**config.mk**
```make
export PLATFORM = sky130hd
export DESIGN_NAME = ps2_kbd_rx
export DESIGN_NICKNAME = d
export VERILOG_FILES = /design/src/rtl/ps2_kbd_rx.sv
export SDC_FILE = /design/constraint.sdc
export NUM_CORES = 1
export LEC_CHECK = 0
export BUFFER_PORTS_ARGS = -buffer_cell sky130_fd_sc_hd__buf_4
export CAP_MARGIN = 20
export CELL_PAD_IN_SITES_DETAIL_PLACEMENT = 2
export CELL_PAD_IN_SITES_GLOBAL_PLACEMENT = 2
export CORE_MARGIN = 5
export CORE_UTILIZATION = 41
export CTS_CLUSTER_SIZE = 8
export DETAILED_ROUTE_END_ITERATION = 8
export PLACE_DENSITY_LB_ADDON = 0.1
export SLEW_MARGIN = 20
export SYNTH_ARGS = -nofsm -noshare
export SYNTH_HDL_FRONTEND = slang
export SYNTH_SLANG_ARGS = --single-unit
export TNS_END_PERCENT = 1
```
**constraint.sdc**
```tcl
create_clock -name clk -period 2.9 [get_ports clk]
set_input_delay 0 -clock clk [delete_from_list [all_inputs] [get_ports clk]]
set_output_delay 0 -clock clk [all_outputs]
set_load 0.01 [all_outputs]
```
**src/rtl/ps2_kbd_rx.sv**
```systemverilog
// PS/2 keyboard receiver: synchroniser, 11-bit deframer with timeout, scan-code FIFO and key tracker.
// Optional define PS2_PARITY_CHECK_EN enables odd-parity checking of received frames.
module ps2_kbd_rx #(
    parameter int FIFO_AW     = 3,
    parameter int TIMEOUT_CYC = 5000
) (
    input  logic       clk,
    input  logic       rst,
    input  logic       ps2_clk,
    input  logic       ps2_data,
    input  logic       rd_en,
    output logic [7:0] rd_data,
    output logic       rd_valid,
    output logic       overflow,
    output logic       frame_err,
    output logic [7:0] key_code,
    output logic       key_down,
    output logic [7:0] key_count
);
    localparam int DEPTH = 1 << FIFO_AW;
    localparam int TW    = $clog2(TIMEOUT_CYC + 1);

    logic clk_s1, clk_s2, clk_d;
    logic data_s1, data_s2;
    logic fall;

    logic [3:0]    bit_cnt;
    logic [7:0]    shift;
    logic [TW-1:0] tmo_cnt;
    logic          push_pend;
    logic [7:0]    push_byte;
    logic          frame_ok;

    logic [7:0]       mem [DEPTH];
    logic [FIFO_AW:0] wr_ptr, rd_ptr;
    logic             full, pop, push;
    logic             break_pend;

    // Lines idle high, so the synchroniser resets high to avoid a false edge after reset.
    always_ff @(posedge clk) begin
        if (rst) begin
            clk_s1  <= 1'b1;
            clk_s2  <= 1'b1;
            clk_d   <= 1'b1;
            data_s1 <= 1'b1;
            data_s2 <= 1'b1;
        end else begin
            clk_s1  <= ps2_clk;
            clk_s2  <= clk_s1;
            clk_d   <= clk_s2;
            data_s1 <= ps2_data;
            data_s2 <= data_s1;
        end
    end

    assign fall = clk_d & ~clk_s2;

`ifdef PS2_PARITY_CHECK_EN
    logic par_bit;
    always_ff @(posedge clk) begin
        if (rst)
            par_bit <= 1'b0;
        else if (fall && bit_cnt == 4'd9)
            par_bit <= data_s2;
    end
    assign frame_ok = data_s2 & (^{shift, par_bit});
`else
    assign frame_ok = data_s2;
`endif

    always_ff @(posedge clk) begin
        if (rst) begin
            bit_cnt   <= 4'd0;
            shift     <= 8'h00;
            tmo_cnt   <= '0;
            push_pend <= 1'b0;
            push_byte <= 8'h00;
            frame_err <= 1'b0;
        end else begin
            push_pend <= 1'b0;
            frame_err <= 1'b0;
            if (fall) begin
                tmo_cnt <= '0;
                if (bit_cnt == 4'd0) begin
                    if (!data_s2)
                        bit_cnt <= 4'd1;
                end else if (bit_cnt <= 4'd8) begin
                    shift   <= {data_s2, shift[7:1]};
                    bit_cnt <= bit_cnt + 4'd1;
                end else if (bit_cnt == 4'd9) begin
                    bit_cnt <= 4'd10;
                end else begin
                    if (frame_ok) begin
                        push_pend <= 1'b1;
                        push_byte <= shift;
                    end else begin
                        frame_err <= 1'b1;
                    end
                    bit_cnt <= 4'd0;
                end
            end else if (bit_cnt != 4'd0) begin
                // A stalled partial frame is abandoned without reporting an error.
                if (tmo_cnt == TW'(TIMEOUT_CYC - 1)) begin
                    bit_cnt <= 4'd0;
                    tmo_cnt <= '0;
                end else begin
                    tmo_cnt <= tmo_cnt + 1'b1;
                end
            end else begin
                tmo_cnt <= '0;
            end
        end
    end

    assign full     = (wr_ptr[FIFO_AW] != rd_ptr[FIFO_AW]) &&
                      (wr_ptr[FIFO_AW-1:0] == rd_ptr[FIFO_AW-1:0]);
    assign rd_valid = (wr_ptr != rd_ptr);
    assign pop      = rd_en & rd_valid;
    assign push     = push_pend & (~full | pop);
    assign rd_data  = rd_valid ? mem[rd_ptr[FIFO_AW-1:0]] : 8'h00;

    always_ff @(posedge clk) begin
        if (!rst && push)
            mem[wr_ptr[FIFO_AW-1:0]] <= push_byte;
    end

    always_ff @(posedge clk) begin
        if (rst) begin
            wr_ptr   <= '0;
            rd_ptr   <= '0;
            overflow <= 1'b0;
        end else begin
            if (push)
                wr_ptr <= wr_ptr + 1'b1;
            if (pop)
                rd_ptr <= rd_ptr + 1'b1;
            if (push_pend && full && !pop)
                overflow <= 1'b1;
        end
    end

    // Tracking follows every accepted frame, including ones the FIFO had to drop.
    always_ff @(posedge clk) begin
        if (rst) begin
            key_code   <= 8'h00;
            key_down   <= 1'b0;
            key_count  <= 8'h00;
            break_pend <= 1'b0;
        end else if (push_pend) begin
            if (push_byte == 8'hE0) begin
                break_pend <= break_pend;
            end else if (push_byte == 8'hF0) begin
                break_pend <= 1'b1;
            end else if (break_pend) begin
                key_down   <= 1'b0;
                break_pend <= 1'b0;
            end else if (!key_down) begin
                key_code  <= push_byte;
                key_down  <= 1'b1;
                key_count <= key_count + 8'd1;
            end else begin
                key_code <= push_byte;
            end
        end
    end
endmodule

```
; Yosys cells after proc, flatten, opt, wreduce, memory -nomap -nowiden
; Memory sizes are Yosys's and may differ from the RTL's. A register that Yosys moved wholly into a read port is not among the register bits.
; Cells that the tools add are included.
[word_totals]
reg_bits = 67
latchBits = 0
ramBits = 64
mem_bits_ro = 0
input_bits = 5
out_inout_bits = 28
elab_cells = 83
mem_count = 1
[mem_list]
columns = memory, depth, word_bits, rd, rd_ports_with_merged_regs, write_ports, line_no
row1 = mem, 8, 8, 1, 1, 1, 34  ; logic [7:0] mem [DEPTH];
[classes]
addsub = 5
n_mul = 0
n_div = 0
order_cmp = 1
n_eq_ne = 8
shifts = 0
mux = 16
bitwise = 15
n_reduce_logical = 19
[op_table]
columns = cell, n
row1 = $mux W4, 7
row2 = $eq A8 B8 Y1 const B, 2
row3 = $add A13 B1 Y13 const B, 1
row4 = $eq A13 B13 Y1 const B, 1
row5 = $add A4 B1 Y4 const B, 3
row6 = $not A1 Y1, 11
row7 = $reduce_and A5 Y1, 2
row8 = $reduce_and A3 Y1, 3
row9 = $add A8 B1 Y8 const B, 1
row10 = $mux W8, 1
row11 = $mux W1, 6
row12 = $mux W3, 2
row13 = $reduce_or A5 Y1, 1
row14 = $eq A4 B4 Y1 const B, 1
row15 = $le A4 B4 Y1 const B, 1
row16 = $logic_and A1 B1 Y1, 4
row17 = $logic_not A4 Y1, 1
row18 = $ne A4 B4 Y1, 1
row19 = $reduce_and A4 Y1, 1
row20 = $reduce_bool A2 Y1, 2
row21 = $reduce_bool A4 Y1, 1
row22 = $reduce_or A4 Y1, 1
row23 = $and A1 B1 Y1, 3
row24 = $eq A3 B3 Y1, 1
row25 = other kinds (5), 6

; Logic depth before layout (Yosys ltp)
; Gate-level depths: netlist of run 1.
[depth]
ltp_word = 8
ltp_mapped = 7
mapped_depth_nobuf = 6

; Worst setup path after synthesis of run 1
; Ideal clock, no wire load.
[synth_timing]
path_kind = flip-flop to flip-flop
startpoint = register wr_ptr[1]
endpoint = memory mem[0][0] (enable)
setup_time_ns = 0.395
arrival_time_ns = 2.184
required_ns = 2.505
slack_ns = 0.322
path_stages_with_launch = 7
n_path_buf = 2
synth_period_minus_slack_ns = 2.578
cell_sequence = dfxtp_1 > clkbuf_1 > xor2_1 > or3_1 > clkbuf_1 > nor2_1 > nor4_1
[synth_via]
elab_chain_cells = 8
word_cells_on_any_way = 10
[synth_rtl]
columns = element, line_no
row1 = "start, declared", 35  ; logic [FIFO_AW:0] wr_ptr, rd_ptr;
row2 = "start signal, assigned", 134  ; wr_ptr <= wr_ptr + 1'b1;
row3 = $eq A3 B3 Y1, 116  ; (wr_ptr[FIFO_AW-1:0] == rd_ptr[FIFO_AW-1:0]);
row4 = $logic_and A1 B1 Y1, 115  ; assign full = (wr_ptr[FIFO_AW] != rd_ptr[FIFO_AW]) &&
row5 = $not A1 Y1, 119  ; assign push = push_pend & (~full | pop);
row6 = $or A1 B1 Y1, 119
row7 = $and A1 B1 Y1, 119
row8 = $logic_and A1 B1 Y1, 123  ; if (!rst && push)
row9 = $mux W1, 123
row10 = $mux W1 (not written as such), 124  ; mem[wr_ptr[FIFO_AW-1:0]] <= push_byte;
row11 = "end, declared", 34
; Parallel ways exist; a longest one is shown, timed or not.

; Final worst setup path of run 1
[layout_timing]
startpoint = register wr_ptr[1]
endpoint = memory mem[2][7] (enable)
; The elaborated chain is that of the path after synthesis.

==> results.yml, run 1 <==
drt:
  postRouteAntennaNets: 0
  wirelength_um: 15200
  avgViaCountPerCell: 5.49
  drc: 0
  vias: 3823
  drt_iter0_markers: 159
  dr.pass1.iters: 4
  avgRoutedWirePerCell_um: 21.8
worst_setup_path:
  worstPathArrival_ns: 2.51
  crit_chain: "xor2_1, or3_1, nor2_1, nor3_1"
  cp.required_ns: 2.94
  r2r-end: "mem[2][7]"
  timing.rr.start: "wr_ptr[1]"
  endpoint: "mem[2][7]"
  reg2reg_depth: 4
  crit_path_end_kind: "flip-flop"
  cpPeakStageDelay_ns: 0.90
  slowest_stage: "nor3_1"
  r2r_slack_ns: 0.43
  path_max_fanout: 9
  critPathKind: "flip-flop to flip-flop"
  setup.worst_path.start: "wr_ptr[1]"
  critPathLaunchType: "flip-flop"
synth:
  syn_inst: 464
  syn-num-nets: 476
  muxShareOfSynthArea_pct: 10.1
  synth.distinct_cells: 53
  yosysTopAreaCellShare_pct: 34.7
  yosysTopAreaCell: "edfxtp_1"
  yosysSeqAreaShare_pct: 59.9
  syn_area_um2: 5540
  synth_area_per_cell_um2: 11.9
  async_flop_share_pct: 0
  ys_dominant_reg_cell: "dfxtp_1"
  synth-simple-area-share_pct: 14.9
  synth-edff-count: 64
  synth_fa_ha_area_share_pct: 1.58
  yosysWarningCount: 0
  synth_area_leaders: "edfxtp_1 (35%), dfxtp_1 (25%), mux4_2 (6.5%), nor2_1 (3.5%), mux2i_1 (3.4%)"
  yosys.area_share.xor_xnor_pct: 3.32
  synth-compound-area-share_pct: 7.56
  synth_top_family_by_area: "simple AND/OR/NAND/NOR gates"
  ys_seq_elements: 134
clock_tree:
  htreeDepth: 4
  cts-root-buf: "clkbuf_16"
  ctsLongestPathBuffers: 2
  numCtsBuffers: 17
  cts.sinks: 134
  clk_latency_ns: 0.42
  postCtsSetupBuffers: 0
  cts.clk_slew.worst_paths_ns: 0.06
  cts_tree: "built"
power_and_ir_drop:
  combPwrFrac_pct: 2.5
  pwr-share-seq_pct: 44.9
  p_per_area_nw_per_um2: 660
  p_sw_uw: 910
  p_leak_nw: 2.37
  p_int_mw: 3.51
  pwr-share-clk_pct: 52.6
  p_sw_share_pct: 20.6
  ir_drop_mv: 0.438
final_layout:
  multiInputGateArea_um2: 2100
  drive_gt1_share_pct: 21.3
  post_layout_nonfiller_instances: 696
  diodes: 0
  fillers: 1314
  regArea_um2: 3320
  fin_area_um2: 6700
  layout_common_cells: "dfxtp_1 (70), edfxtp_1 (64), nor2_1 (52)"
  area_delta_synth_final_pct: 20.9
  fin_nets: 519
  final_common_cell: "dfxtp_1"
placement:
  place_area_um2: 6010
  numPortBuffers: 32
  place_congestion: 0.759
  hpwl_um: 10300
  dp_slack_ns: 0.289
  place_inst: 661
floorplan:
  die-height_um: 126
  core_area_um2: 13200
  io_pins: 33
  die-area_um2: 15900
  row_count: 42
  start_util_pct: 41.9
  die_w_um: 126
status:
  status: "finished, final reports clean"
timing:
  period_share_pct: 85.2
  setup_viol: 0
  worst_pin_slew_ns: 1.05
  grt_setup_unrepaired: "no"
  layout_min_cycle_time_ns: 2.47
  final.setup_skew_ns: 0.00856
  slew_violations: 0
  fin_hold_ws_ns: 0.0710
  finalSetupTns_ns: 0
  hold_viol: 0
  fmax_mhz: 405
  relSlewSlack_pct: 29.4
  setup_ws_ns: 0.429
global_route:
  grt-ovfl-total: 0
  grt_pass1_vias: 4242
  grtUsageTotal_pct: 19.9
  grt_pass1_wl_um: 24100
  antenna_found_initial: 0
  grt_max_degree: 65
hold_path:
  min_from: "rst"
  worst_hold_path_type: "input port to flip-flop"
job:
  drv_cap: 0
-- area by class of cell --
cell class                      count  area share [%]
Clock buffer                       20            6.96
Inverter                            8           0.448
Sequential cell                   134            49.6
Tap cell                          176            3.29
Clock inverter                     12            2.61
Timing Repair Buffer               51            5.83
Multi-Input combinational cell    295            31.3
-- how the worst min path moves through the flow --
stage / endpoint / depth (start not counted)
floorplan: clk_s1 / 1
global placement: clk_s1 / 2
detailed placement: data_s1 / 2
CTS: rd_ptr[3] / 4
global route: rd_ptr[3] / 4
finish: rd_ptr[3] / 4
-- sequential cells by signal (all words and copies together) (netlist names), named ones only --
register and flops:
overflow 1, push_byte 8, push_pend 1, wr_ptr 4, clk_s1 1, mem 64, rd_ptr 4, bit_cnt 4
clk_d 1, key_down 1, shift 8, tmo_cnt 13, data_s2 1, key_code 8, data_s1 1, frame_err 1
break_pend 1, key_count 8, clk_s2 1
-- cells by family (layout without fill, tap and decap cells) --
family	Yosys count	count (layout)
simple gates	164	164
flops	134	134
compound gates	67	67
mux	36	36
buf+inv	35	91
xor+xnor	21	21
fa+ha+maj	7	7
-- what timing repair did --
item	CTS	global route
gates resized for setup	0	0
hold endpoints to repair	3	0
hold buffers	3	0
-- per-stage QoR --
stage | power, mW | utilization, %
2_1_floorplan | 2.10 | -
3_3_place_gp | 2.13 | 45.4
3_5_place_dp | 2.14 | 45.4
4_1_cts | 4.46 | 50.5
5_1_grt | 4.57 | 50.6
6_report | 4.42 | 50.6
-- power by group through the flow --
stage / clock network [mW] / registers, mW / logic [mW]
2_1_floorplan: 0 / 2.02 / 0.0814
6_report: 2.33 / 1.99 / 0.111
4_1_cts: 2.37 / 1.99 / 0.114
5_1_grt: 2.46 / 1.99 / 0.124
3_3_place_gp: 0 / 2.02 / 0.103
3_5_place_dp: 0 / 2.03 / 0.110
-- routing by layer --
metal  up-vias  wire (um)  global-route usage, %
met4         0        336                   7.89
met5         -          0                      0
met2        76       8050                   35.6
met3        21        510                   4.57
met1      1927       6280                   23.1
li1       1799          -                      -
-- critical path, delay by kind of cell, from the launching register on --
kind	cells	cell delay [ns]
flops	1	0.49
simple gates	3	1.28
xor+xnor	1	0.32
-- synthesized netlist by cell type, types with 5 or more instances --
master    count
nand3_1      20
a21oi_1      30
or2_2         7
mux4_2       16
mux2i_1      19
xor2_1        8
inv_1         8
nor4_1        7
nor2_1       52
edfxtp_1     64
ha_1          7
nand2_1      30
xnor2_1      13
nand2b_1      5
dfxtp_1      70
clkbuf_1     18
nor3_1       10
o21ai_0      12
Note: power is estimated with default switching activity, not from simulation.
==> inputs of run 2 (changes only) <==
--- a/config.mk
+++ b/config.mk
@@ -9,13 +9,15 @@
 export CAP_MARGIN = 20
 export CELL_PAD_IN_SITES_DETAIL_PLACEMENT = 2
 export CELL_PAD_IN_SITES_GLOBAL_PLACEMENT = 2
+export CORE_ASPECT_RATIO = 0.8
 export CORE_MARGIN = 5
 export CORE_UTILIZATION = 41
 export CTS_CLUSTER_SIZE = 8
 export DETAILED_ROUTE_END_ITERATION = 8
+export MAX_ROUTING_LAYER = met4
 export PLACE_DENSITY_LB_ADDON = 0.1
 export SLEW_MARGIN = 20
 export SYNTH_ARGS = -nofsm -noshare
 export SYNTH_HDL_FRONTEND = slang
 export SYNTH_SLANG_ARGS = --single-unit
-export TNS_END_PERCENT = 1
+export TNS_END_PERCENT = 100
==> results.yml, run 2 (same netlist as run 1, synthesis figures left out) <==
worst_setup_path:
  critPathKind: "flip-flop to primary output"
  cp.required_ns: 2.90
  crit_path_end_kind: "primary output"
  critPathLaunchType: "flip-flop"
  path_max_fanout: 9
  worstPathArrival_ns: 2.55
floorplan:
  io_pins: 33
  die-area_um2: 16000
  row_count: 38
  start_util_pct: 41.3
  die_w_um: 140
  core_area_um2: 13400
  die-height_um: 114
timing:
  grt_setup_unrepaired: "no"
  hold_viol: 0
  fmax_mhz: 392
  worst_pin_slew_ns: 1.01
  setup_viol: 0
  period_share_pct: 88.0
  slew_violations: 0
  layout_min_cycle_time_ns: 2.55
  final.setup_skew_ns: 0.00836
  fin_hold_ws_ns: 0.0825
  finalSetupTns_ns: 0
  relSlewSlack_pct: 32.5
status:
  status: "finished, final reports clean"
drt:
  postRouteAntennaNets: 0
  avgRoutedWirePerCell_um: 22.3
  wirelength_um: 15600
  dr.pass1.iters: 5
  avgViaCountPerCell: 5.54
  drt_iter0_markers: 242
  vias: 3883
  drc: 0
final_layout:
  final_common_cell: "dfxtp_1"
  layout_common_cells: "dfxtp_1 (70), edfxtp_1 (64), nor2_1 (52)"
  fin_nets: 520
  fillers: 1324
  post_layout_nonfiller_instances: 701
  largest_reg_flops: 64
  diodes: 0
  area_delta_synth_final_pct: 19.9
  fin_util_pct: 49.6
  drive_gt1_share_pct: 20.9
clock_tree:
  clk_latency_ns: 0.42
  numCtsBuffers: 17
  htreeDepth: 4
  cts.sinks: 134
  ctsLongestPathBuffers: 2
  postCtsSetupBuffers: 0
  cts.clk_slew.worst_paths_ns: 0.06
  cts_tree: "built"
  cts-root-buf: "clkbuf_16"
global_route:
  grt_max_degree: 65
  grt-ovfl-total: 0
  grtUsageTotal_pct: 21.4
  antenna_found_initial: 0
  grt_pass1_wl_um: 25200
  grt_pass1_vias: 4286
hold_path:
  worst_hold_path_type: "input port to flip-flop"
placement:
  place_congestion: 0.780
  place_inst: 666
  numPortBuffers: 32
  hpwl_um: 10600
power_and_ir_drop:
  p_per_area_nw_per_um2: 635
  p_leak_nw: 2.36
  finalPower_mw: 4.22
  ir_drop_mv: 0.476
job:
  drv_cap: 0
-- run 2: final timing paths --
path | from | endpoint | slack (ns) | cells past startpoint
worst max-delay path | wr_ptr[0] | rd_data[6] | 0.35 | 6
worst min register to register | data_s1 | data_s2 | 0.42 | 1
worst max register to register | rd_ptr[3] | mem[3][2] | 0.45 | 4
worst min-delay path | rst | rd_ptr[3] | 0.08 | 5
-- run 2: critical path: stages, from the launching register on --
cell     delay, ns
dfxtp_1       0.53
xor2_1        0.17
or3_1         0.40
buf_4         0.19
nor2_1        0.53
nor2_1        0.14
buf_4         0.18
-- run 2: metal layers --
metal	routed length [um]	track usage (%)	vias to the layer above
met2	7570	33.9	83
met5	0	-	-
met3	464	4.65	16
met4	215	5.75	0
li1	-	-	1793
met1	7380	28.3	1991
-- run 2: metrics by stage --
| step | setup WS [ns] | instance area, um^2 |
|---|---|---|
| 2_1_floorplan | 0.322 | 5540 |
| 3_3_place_gp | 0.686 | 6030 |
| 3_5_place_dp | 0.408 | 6030 |
| 4_1_cts | 0.293 | 6630 |
| 5_1_grt | 0.112 | 6650 |
| 6_report | 0.347 | 6650 |
-- run 2: repair_timing --
action,4_1_cts,5_1_grt
hold buffers,3,0
endpoints found under the setup margin,0,0
endpoints found under the hold margin,3,0
gates resized for setup,0,0
-- run 2: cell type report --
class | count | area (um^2) | area share [%]
Clock buffer | 24 | 508 | 7.64
Clock inverter | 8 | 68.8 | 1.04
Inverter | 8 | 30.0 | 0.452
Multi-Input combinational cell | 295 | 2100 | 31.5
Sequential cell | 134 | 3320 | 50.0
Tap cell | 180 | 225 | 3.39
Timing Repair Buffer | 52 | 398 | 5.98
-- run 2: power breakdown --
part	internal (mW)	total (mW)	switching [mW]
Combinational	0.0355	0.114	0.0785
Sequential	1.97	1.99	0.0129
Clock	1.31	2.12	0.815
